**config.mk**
```make
export PLATFORM = sky130hd
export DESIGN_NAME = period_measure
export DESIGN_NICKNAME = d
export VERILOG_FILES = /design/src/rtl/period_pkg.sv /design/src/rtl/edge_detector.sv /design/src/rtl/period_measure.sv
export SDC_FILE = /design/constraint.sdc
export NUM_CORES = 1
export LEC_CHECK = 0
export ABC_AREA = 0
export BUFFER_PORTS_ARGS = -buffer_cell sky130_fd_sc_hd__buf_2
export CORE_ASPECT_RATIO = 1.25
export CORE_MARGIN = 3
export CORE_UTILIZATION = 50
export DETAILED_ROUTE_END_ITERATION = 12
export GPL_TIMING_DRIVEN = 0
export PLACE_DENSITY = 0.92
export SYNTH_ARGS = -nofsm -noshare
export SYNTH_HDL_FRONTEND = slang
export SYNTH_SLANG_ARGS = --single-unit
```
**constraint.sdc**
```tcl
create_clock -name clock_i -period 1.89 [get_ports clock_i]
set_clock_uncertainty 0.1 [all_clocks]
set_input_delay 0.0945 -clock clock_i [delete_from_list [all_inputs] [get_ports clock_i]]
set_output_delay 0.0945 -clock clock_i [all_outputs]
set_load 0.05 [all_outputs]
```
**src/rtl/period_pkg.sv**
```systemverilog
// Shared definitions for the period measurement block: FSM encoding and counter width rule.
package period_pkg;

  localparam logic [1:0] S_IDLE    = 2'd0;
  localparam logic [1:0] S_ARM     = 2'd1;
  localparam logic [1:0] S_MEASURE = 2'd2;
  localparam logic [1:0] S_DONE    = 2'd3;

  typedef enum logic [1:0] {
    IDLE    = S_IDLE,
    ARM     = S_ARM,
    MEASURE = S_MEASURE,
    DONE    = S_DONE
  } state_e;

  // Counter value width for a counter saturating at max_val; the attached counter uses the same rule.
  function automatic int cw_of(input int max_val);
    return $clog2(max_val + 1);
  endfunction

endpackage

```
**src/rtl/edge_detector.sv**
```systemverilog
// Rising-edge detector with an optional 2-flop input synchroniser (macro PERIOD_MEASURE_SYNC_EN).
module edge_detector (
  input  logic clock_i,
  input  logic reset_i,
  input  logic sig_i,
  output logic rise_o
);

  logic sig_s;
  logic sig_q;

`ifdef PERIOD_MEASURE_SYNC_EN
  logic sync1_q;
  logic sync2_q;

  always_ff @(posedge clock_i) begin
    if (reset_i) begin
      sync1_q <= 1'b0;
      sync2_q <= 1'b0;
    end else begin
      sync1_q <= sig_i;
      sync2_q <= sync1_q;
    end
  end

  assign sig_s = sync2_q;
`else
  assign sig_s = sig_i;
`endif

  always_ff @(posedge clock_i) begin
    if (reset_i) sig_q <= 1'b0;
    else         sig_q <= sig_s;
  end

  assign rise_o = sig_s & ~sig_q;

endmodule

```
**src/rtl/period_measure.sv**
```systemverilog
// Period measurement controller driving an external saturating counter; one result per start request.
// Build option: PERIOD_MEASURE_SYNC_EN inserts a 2-flop synchroniser on signal_i.
// Handshake: a result is transferred on the clock edge where valid_o and ready_i are both high;
// valid_o, result_o and timeout_o stay stable until then.
module period_measure
  import period_pkg::*;
#(
  parameter int  MAX_COUNTER_VALUE = 2000,
  localparam int CW                = cw_of(MAX_COUNTER_VALUE)
) (
  input  logic          clock_i,
  input  logic          reset_i,
  input  logic          start_i,
  input  logic          signal_i,
  output logic          counter_reset_o,
  output logic          counter_enable_o,
  input  logic          counter_finished_i,
  input  logic [CW-1:0] counter_val_i,
  output logic [CW-1:0] result_o,
  output logic          timeout_o,
  output logic          valid_o,
  input  logic          ready_i,
  output logic          busy_o
);

  state_e        state_q, state_d;
  logic          cnt_rst_q, cnt_rst_d;
  logic          cnt_en_q, cnt_en_d;
  logic [CW-1:0] result_q, result_d;
  logic          timeout_q, timeout_d;
  logic          valid_q, valid_d;
  logic          busy_q;
  logic          rise;

  edge_detector u_edge (
    .clock_i (clock_i),
    .reset_i (reset_i),
    .sig_i   (signal_i),
    .rise_o  (rise)
  );

  always_comb begin
    state_d   = state_q;
    cnt_rst_d = cnt_rst_q;
    cnt_en_d  = cnt_en_q;
    result_d  = result_q;
    timeout_d = timeout_q;
    valid_d   = valid_q;
    case (state_q)
      IDLE: begin
        cnt_rst_d = 1'b1;
        cnt_en_d  = 1'b0;
        if (start_i) begin
          state_d   = ARM;
          cnt_rst_d = 1'b0;
        end
      end
      ARM: begin
        if (rise) begin
          state_d  = MEASURE;
          cnt_en_d = 1'b1;
        end
      end
      MEASURE: begin
        // A closing edge takes priority over saturation in the same cycle.
        if (rise || counter_finished_i) begin
          state_d   = DONE;
          result_d  = counter_val_i;
          timeout_d = ~rise;
          cnt_en_d  = 1'b0;
          valid_d   = 1'b1;
        end
      end
      DONE: begin
        if (valid_q && ready_i) begin
          state_d   = IDLE;
          valid_d   = 1'b0;
          cnt_rst_d = 1'b1;
        end
      end
      default: state_d = IDLE;
    endcase
  end

  always_ff @(posedge clock_i) begin
    if (reset_i) begin
      state_q   <= IDLE;
      cnt_rst_q <= 1'b1;
      cnt_en_q  <= 1'b0;
      result_q  <= '0;
      timeout_q <= 1'b0;
      valid_q   <= 1'b0;
      busy_q    <= 1'b0;
    end else begin
      state_q   <= state_d;
      cnt_rst_q <= cnt_rst_d;
      cnt_en_q  <= cnt_en_d;
      result_q  <= result_d;
      timeout_q <= timeout_d;
      valid_q   <= valid_d;
      busy_q    <= (state_d != IDLE);
    end
  end

  assign counter_reset_o  = cnt_rst_q;
  assign counter_enable_o = cnt_en_q;
  assign result_o         = result_q;
  assign timeout_o        = timeout_q;
  assign valid_o          = valid_q;
  assign busy_o           = busy_q;

endmodule

```
### Word level (Yosys, flattened, before mapping)

Index checks and enable logic that the tools add are counted.

* eq/ne operators: 6
* mux-type cells: 14
* reductions and logical operators: 11
* bitwise operators: 3

Operators with widths (count)
* 2-bit two-way mux: 4
* 2-bit case mux with 4 select lines: 1
* 1-bit two-way mux: 6
* 2-bit inequality test, second input constant: 3
* 3-bit AND reduction: 2
* 2-bit nonzero test: 3
* 2-bit equality test, second input constant: 2
* 1-bit case mux with 2 select lines: 2
* 2-bit AND reduction: 2
* 1-bit case mux with 3 select lines: 1
* 3-bit nonzero test: 1
* 2-bit by 1-bit equality test with 1-bit output, second input constant: 1
* 2-bit zero test: 1
* 1-bit inverter: 2
* 1-bit bitwise AND: 1
* 1-bit logical AND: 1
* 1-bit logical OR: 1

* flip-flop bits (word level): 19
* word-level logic and storage cells: 42

### Longest topological paths before layout

Gate-level depths: netlist of the first run.

* word-level depth: 6
* mapped depth: 5

### Cells and area by module

From an unflattened synthesis of the first run, not the netlist that was laid out.

* cells, all modules: 88
* area, all modules: 805.8 um^2

By module, submodules not included
* period_measure: cells each 85, times used 1, area an instance 758.2 um^2
* edge_detector: cells each 3, times used 1, area an instance 47.5 um^2

### Least setup slack after synthesis of the first run

OpenSTA, ideal clock, no wires.

* path kind: register to register
* from: register valid_q, in the netlist valid_o
* to: register cnt_rst_q, in the netlist counter_reset_o
* cell stages (with the launch flop): 4
* clock period less this slack: 1.173 ns
* required time: 1.731 ns
* buffers on the path: 0
* slack: 0.717 ns
* library setup time: 0.059 ns
* data arrival time: 1.014 ns
* path through: dfxtp_1 nand4_1 o31ai_1 a211o_1

* longest elaborated chain between the ends: 3

RTL lines
* start, declared: line period_measure.sv:31 `logic valid_q, valid_d;`
* start signal, assigned: line period_measure.sv:100 `valid_q <= valid_d;`
* 1-bit logical AND: line period_measure.sv:75 `if (valid_q && ready_i) begin`
* 2-bit inequality test (no source line)
* 2-bit AND reduction (no source line)
* end signal, assigned: line period_measure.sv:96 `cnt_rst_q <= cnt_rst_d;`
* end, declared: line period_measure.sv:27 `logic cnt_rst_q, cnt_rst_d;`

No other way between the ends.
A chain may end at the register's enable or synchronous reset.

### Final worst setup path of the first run

* from: input port signal_i
* to: register result_q[2], in the netlist result_o[2]

* longest elaborated chain between the ends: 3

RTL lines
* start, declared: line period_measure.sv:14 `input logic signal_i,`
* 1-bit bitwise AND: line edge_detector.sv:36 `assign rise_o = sig_s & ~sig_q;`
* 1-bit logical OR: line period_measure.sv:66 `if (rise || counter_finished_i) begin`
* 2-bit AND reduction (no source line)
* end signal, assigned: line period_measure.sv:98 `result_q <= result_d;`
* end, declared: line period_measure.sv:29 `logic [CW-1:0] result_q, result_d;`

No other way between the ends.

==> results of run 1 <==
-- power groups by stage --
stage,clock [W],sequential [W],combinational (W)
floorplan,0,0.000488,0.0000828
detailed placement,0,0.000439,0.000179
CTS,0.000208,0.000430,0.000200
global route,0.000225,0.000432,0.000217
global placement,0,0.000438,0.000175
finish,0.000201,0.000430,0.000202
-- synth_stat cells, drive strengths merged --
master / count
a31oi: 2
a21oi: 2
a211o: 1
nand3b: 1
nand3: 1
nand2: 3
o31ai: 2
clkbuf: 3
o21ba: 1
nor4: 1
and2b: 1
o21bai: 1
dfxtp: 19
mux2i: 11
nor3: 1
nand2b: 25
inv: 2
nand4: 2
a2111o: 1
nor2b: 1
buf: 3
nor2: 3
-- cells in the final DEF (no fill, tap or decap), drive strengths merged --
cell / count
nor2b: 1
nand2b: 25
inv: 2
dlygate4sd3: 13
o31ai: 2
a31oi: 2
nor4: 1
a2111o: 1
o21bai: 1
mux2i: 11
and2b: 1
nand4: 2
clkbuf: 7
o21ba: 1
nand3: 1
a211o: 1
nand3b: 1
nand2: 3
nor2: 3
a21oi: 2
dfxtp: 19
nor3: 1
buf: 35
-- cell families (layout without fill, tap and decap cells) --
kind of cell,count (synthesis),after routing,share of synthesized area
and+or+nand+nor,39,39,0.281
buffers and inverters,8,57,0.0627
AOI/OAI and AO/OA,10,10,0.0983
muxes,11,11,0.125
DFF,19,19,0.433
-- worst max path at each step --
stage               cells after the start               to  slack [ns]
detailed placement                      5      result_o[2]        0.60
global route                            5      result_o[2]        0.51
finish                                  6      result_o[2]        0.53
CTS                                     6      result_o[2]        0.58
global placement                        5      result_o[6]        0.66
floorplan                               3  counter_reset_o        0.72
-- routing by layer --
metal  GRT usage  vias to the layer above  part of all wire
met3      0.0374                        0             0.059
met1       0.219                      354              0.41
li1            -                      390                 -
met5           0                        -                 0
met4      0.0452                        0                 0
met2       0.374                       26              0.53
-- state kept, by name, indices dropped and copies added (netlist names) --
name and count:
busy_o 1, result_o 11, timeout_o 1, counter_enable_o 1, counter_reset_o 1, valid_o 1, u_edge.sig_q 1, state_q 2
-- stage by stage --
step / instance area (um^2) / worst slack [ns] / power (W) / instances / util
final: 1220 / 0.532 / 0.000834 / 154 / 0.751
after global routing: 1220 / 0.508 / 0.000874 / 154 / 0.751
after CTS: 1220 / 0.575 / 0.000838 / 154 / 0.751
after detailed placement: 1060 / 0.597 / 0.000617 / 137 / 0.654
after global placement: 1060 / 0.663 / 0.000613 / 137 / 0.654
after floorplan: 878 / 0.717 / 0.000571 / 87 / -
-- worst max-delay path, stage by stage --
cell and delay (ns):
dlygate4sd3_1 0.51, buf_2 0.14, nand2b_4 0.07, a21oi_4 0.24, buf_12 0.18, mux2i_1 0.22
-- layout make-up --
class                   count  share of cell area
plain buffers               6              0.0391
clock buffers               4              0.0216
inverters                   2             0.00617
multi-input cells          60               0.364
flip-flops and latches     19               0.312
well taps                  18              0.0185
repair buffers             45               0.238
==> run metrics, run 1 <==
global route total overflow=0; Antenna Cells=0; fin crit share=0.718; Avg WL per Cell=13.3 um; cts bufs inserted=3; Reg clk slew, reported paths=around 0.11 ns; row count=16; R2R Path Start=state_q[1]; die width=43.5 um; WL final=2040 um; Worst Setup SP=signal_i; GRT Overall Usage=0.196; Layout Nets=154; die height=52.9 um; Vias=770; Sw Ratio=0.293; sequential cell area=380 um^2; Post-Syn Area per Cell=10.1 um^2; clk root buf=clkbuf_4; vias in the first global route=758; worst skew pair latency=0.29 ns; DR pass1 iterations=4; Initial Util=0.542; Max Cap Viol=0; hold_sp=ready_i; combinational share of power=0.243; P_sw=0.000245 W; Multi-input gate area=443 um^2; unrepaired setup endpoints after global routing=no; initial antenna violation count=0; Seq cells post-synth=19; postcts setup bufs=0; Max-Slew Margin vs Limit=0.748; Hold WS=0.0533 ns; Cells on Worst Hold Path=4; R2R Path End=result_o[2]; Clock Power Share=0.242; Hold/Removal Path Class=input pin to flop; Fin. Hold Viols=0; first-pass GRT wire length=3340 um; drt via density=around 5.0; Max Fclk=737 MHz; Area growth syn-to-layout=38.6%; drt initial violations=11; r2r setup slk=0.55 ns; Worst Path Required=2.00 ns; R2R cell count=5; cts hold-fix bufs=13; CTS tree=built; pins over their slew limit=0; die footprint=~2300 um^2; Tmin final=1.36 ns; Longest Clk Path Bufs=2; # port buffers=32; Hold Crit Endpoint=state_q[1]; CP Capture Type=flop; post-synth cell types=26; synth top area cells=dfxtp_1 (43%), nand2b_1 (16%), mux2i_1 (13%); synthesized area=between 800 and 900 um^2; Antenna Nets Post-Route=0; PwrDens=685 nW/um^2; Internal=0.000589 W; fill count=110; Leak=0.521 nW; register share of total power=0.516; H-tree Lvls=1; Synth Warn #=0; largest net degree at the start of global routing=11; number of top-level pins=33; DP HPWL=around 1300 um; worst vdd ir=448 uV; Worst Path Class, Setup=input pin to flop; clk sinks=19; Post-CTS Resized=0; Yosys top cell by area=dfxtp_1; Final setup viols=0; Seq/Total Area, Yosys=0.433; post-route setup TNS=0 ns; Final Wtd Congestion=about 0.83; Critical Path Fanout Max=10; residual DRC count=0; status=completed; post-synthesis cell count=87; arrival time worst endpoint=1.46 ns; Yosys top cell area share=0.433; share of layout cells above drive strength 1=0.316; CORE AREA=1620 um^2; Worst setup SP type=input pin; worst slew pin tran=0.378 ns; Syn Nets=104
Note: power is estimated with default switching activity, not from simulation.
==> run 2: changes to the inputs <==
ABC_AREA = 1   (was 0)
CORE_UTILIZATION = 44   (was 50)
PLACE_DENSITY = 0.86   (was 0.92)
clock period = 1.32 ns   (was 1.89 ns; I/O delays follow)
==> run 2 against run 1 <==
- area after synthesis shrank 16%
- non-clock buffer count is the same
- first-iteration DRC count unchanged
- count of clock-buffer cells in the layout stayed put
- sequential power increased by 47%
- via count down 1.0%
- design area shrank 8.9%
- register-to-register slack got worse by 0.40 ns
- global-route usage decreased by 3.0 points
- utilization decreased by 0.31 points
- hold slack got worse by 0.017 ns
- largest cell class is now sequential cells
- highest routed layer is now met4
==> run metrics, run 2 <==
R2R Path End=state_q[1]; Hold/Removal Path Class=input pin to flop; post-synthesis cell count=between 90 and 100; Yosys top cell by area=dfxtp_1; Antenna Cells=0; worst skew pair latency=about 0.28 ns; clk root buf=clkbuf_4; Hold WS=approximately 0.036 ns; Antenna Nets Post-Route=0; synth top area cells=dfxtp_1 (52%), nor2_1 (13%), o21ai_0 (5.4%); first-pass GRT wire length=2860 um; Area growth syn-to-layout=50.7%; share of layout cells above drive strength 1=0.326; worst vdd ir=662 uV; Longest Clk Path Bufs=2; Avg WL per Cell=around 11 um; Yosys top cell area share=0.517; Worst setup SP type=input pin; WL final=between 1500 and 2000 um; Worst Path Required=between 1 and 1.5 ns; CTS tree=built; vias in the first global route=754; die footprint=2200 um^2; Worst Path Class, Setup=input pin to flop; Syn Nets=109; WP buf/inv=4; Leak=0.544 nW; fill count=125; CP delay by family, top=buffers and inverters; DP HPWL=1160 um; Vias=~760; most frequent cells in the layout=buf_2 (33), nor2_1 (25), dfxtp_1 (19), dlygate4sd3_1 (14); drt initial violations=11; WP depth=9; fin crit share=0.956; Max Fclk=about 800 MHz; Post-Syn Area per Cell=~8 um^2; Async SR Flop Fraction=0; drt via density=4.73; crit path to=result_o[10]; synthesized area=between 700 and 800 um^2; status=completed; Tmin final=1.26 ns; Layout Nets=162; Fin. Hold Viols=0; Top FF cell, synth=dfxtp_1; Critical Path Fanout Max=10; number of top-level pins=33; largest net degree at the start of global routing=11; GRT Overall Usage=0.166; Final Power=0.00121 W; post-route setup TNS=0 ns; Max Cap Viol=0; die height=51.7 um; CORE AREA=1480 um^2; CP Capture Type=flop; R2R Path Start=state_q[0]; Reg clk slew, reported paths=0.10 ns; die width=42.6 um; Final Wtd Congestion=0.707; Crit path largest cell delay=around 0.54 ns; PwrDens=around 1100 nW/um^2; Multi-input gate area=between 300 and 400 um^2; clk sinks=19; arrival time worst endpoint=1.35 ns; r2r setup slk=0.15 ns; # port buffers=32; H-tree Lvls=1; row count=15; Initial Util=0.496; Area after DPL=917 um^2; unrepaired setup endpoints after global routing=no; CP cell instances=dlygate4sd3_1 -> buf_2 -> nand2_2 -> nand2_2 -> nand2_4 -> inv_4 -> buf_6 -> nor2_1 -> nor2_1; Synth Warn #=0; cts bufs inserted=3; pins over their slew limit=0; number of synthesized flops with an enable pin=0; worst slew pin tran=0.261 ns; commonest non-fill, non-tap cell in the layout=buf_2; post-synth cell types=19; Largest register FFs=11; Slowest-stage cell, CP=dlygate4sd3_1; Max-Slew Margin vs Limit=0.827; commonest cells in the netlist=nor2_1 (26), dfxtp_1 (19), nand2_1 (8), o21ai_0 (8), o21ai_1 (8); global route total overflow=0; Seq cells post-synth=19; initial antenna violation count=0; residual DRC count=0; DR pass1 iterations=4; Worst Setup SP=signal_i; Final setup viols=0; post-route cell area=about 1100 um^2; R2R cell count=3; most frequent cell after synthesis=nor2_1; Seq/Total Area, Yosys=0.517; sequential cell area=380 um^2
-- run 2: changes by cell type after synthesis, sizes merged, moves of 2 or more --
cell / previous run / this run
nand2b: 25 / 0
nor2: 3 / 27
o21ai: 0 / 16
mux2i: 11 / 0
nand2: 3 / 10
inv: 2 / 7
clkbuf: 3 / 0
a21oi: 2 / 4
o31ai: 2 / 0
-- run 2: worst min-delay path by stage --
stage                  start            to  slack, ns  cells past startpoint
detailed placement  signal_i  u_edge.sig_q       0.20                      3
CTS                  ready_i    state_q[0]       0.02                      4
floorplan            reset_i        busy_o       0.04                      1
finish               ready_i    state_q[0]       0.04                      4
global route         ready_i    state_q[0]       0.08                      4
global placement    signal_i  u_edge.sig_q       0.20                      3
-- run 2: kinds of logic (layout without fill, tap and decap cells) --
family / Yosys count / count (layout) / synth area share
compound gates: 22 / 22 / 0.155
buf+inv: 10 / 62 / 0.0765
flops: 19 / 19 / 0.517
simple gates: 41 / 41 / 0.252
-- run 2: per-layer routing --
metal / up-vias / wire length (um) / GRT usage
met5: - / 0 / 0
met4: 0 / 29 / 0.0466
met3: 6 / 107 / 0.0242
met2: 29 / 899 / 0.330
met1: 322 / 699 / 0.176
li1: 405 / - / -
-- run 2: cell type report --
class | instances | area share
Buffer | 3 | 0.0248
Clock buffer | 4 | 0.0237
Multi-Input combinational cell | 63 | 0.274
Inverter | 7 | 0.0260
Timing Repair Buffer | 48 | 0.289
Tap cell | 17 | 0.0192
Sequential cell | 19 | 0.343
-- run 2: timing repair --
item | in CTS | in global routing
resized for setup | 0 | 3
endpoints found under the setup margin | 0 | 10
hold buffers | 15 | 0
hold endpoints to repair | 17 | 0
buffers inserted | 0 | 1
-- run 2: report_power, final --
group	internal (W)	switching, W	total (W)
Sequential	0.000609	0.0000219	0.000631
Clock	0.000117	0.000160	0.000277
Combinational	0.000111	0.000191	0.000302
Total	0.000837	0.000373	0.00121
-- run 2: metrics by stage --
step / utilization / worst slack (ns) / cells
floorplan: - / 0.0485 / 92
global placement: 0.619 / 0.184 / 141
detailed placement: 0.619 / 0.129 / 141
CTS: 0.738 / 0.0437 / 160
global route: 0.748 / 0.000466 / 161
finish: 0.748 / 0.0582 / 161
-- run 2: tightest hold or removal path: stages --
cell	delay, ns
buf_2	0.07
nand2_1	0.08
nand3_1	0.08
a31oi_1	0.08
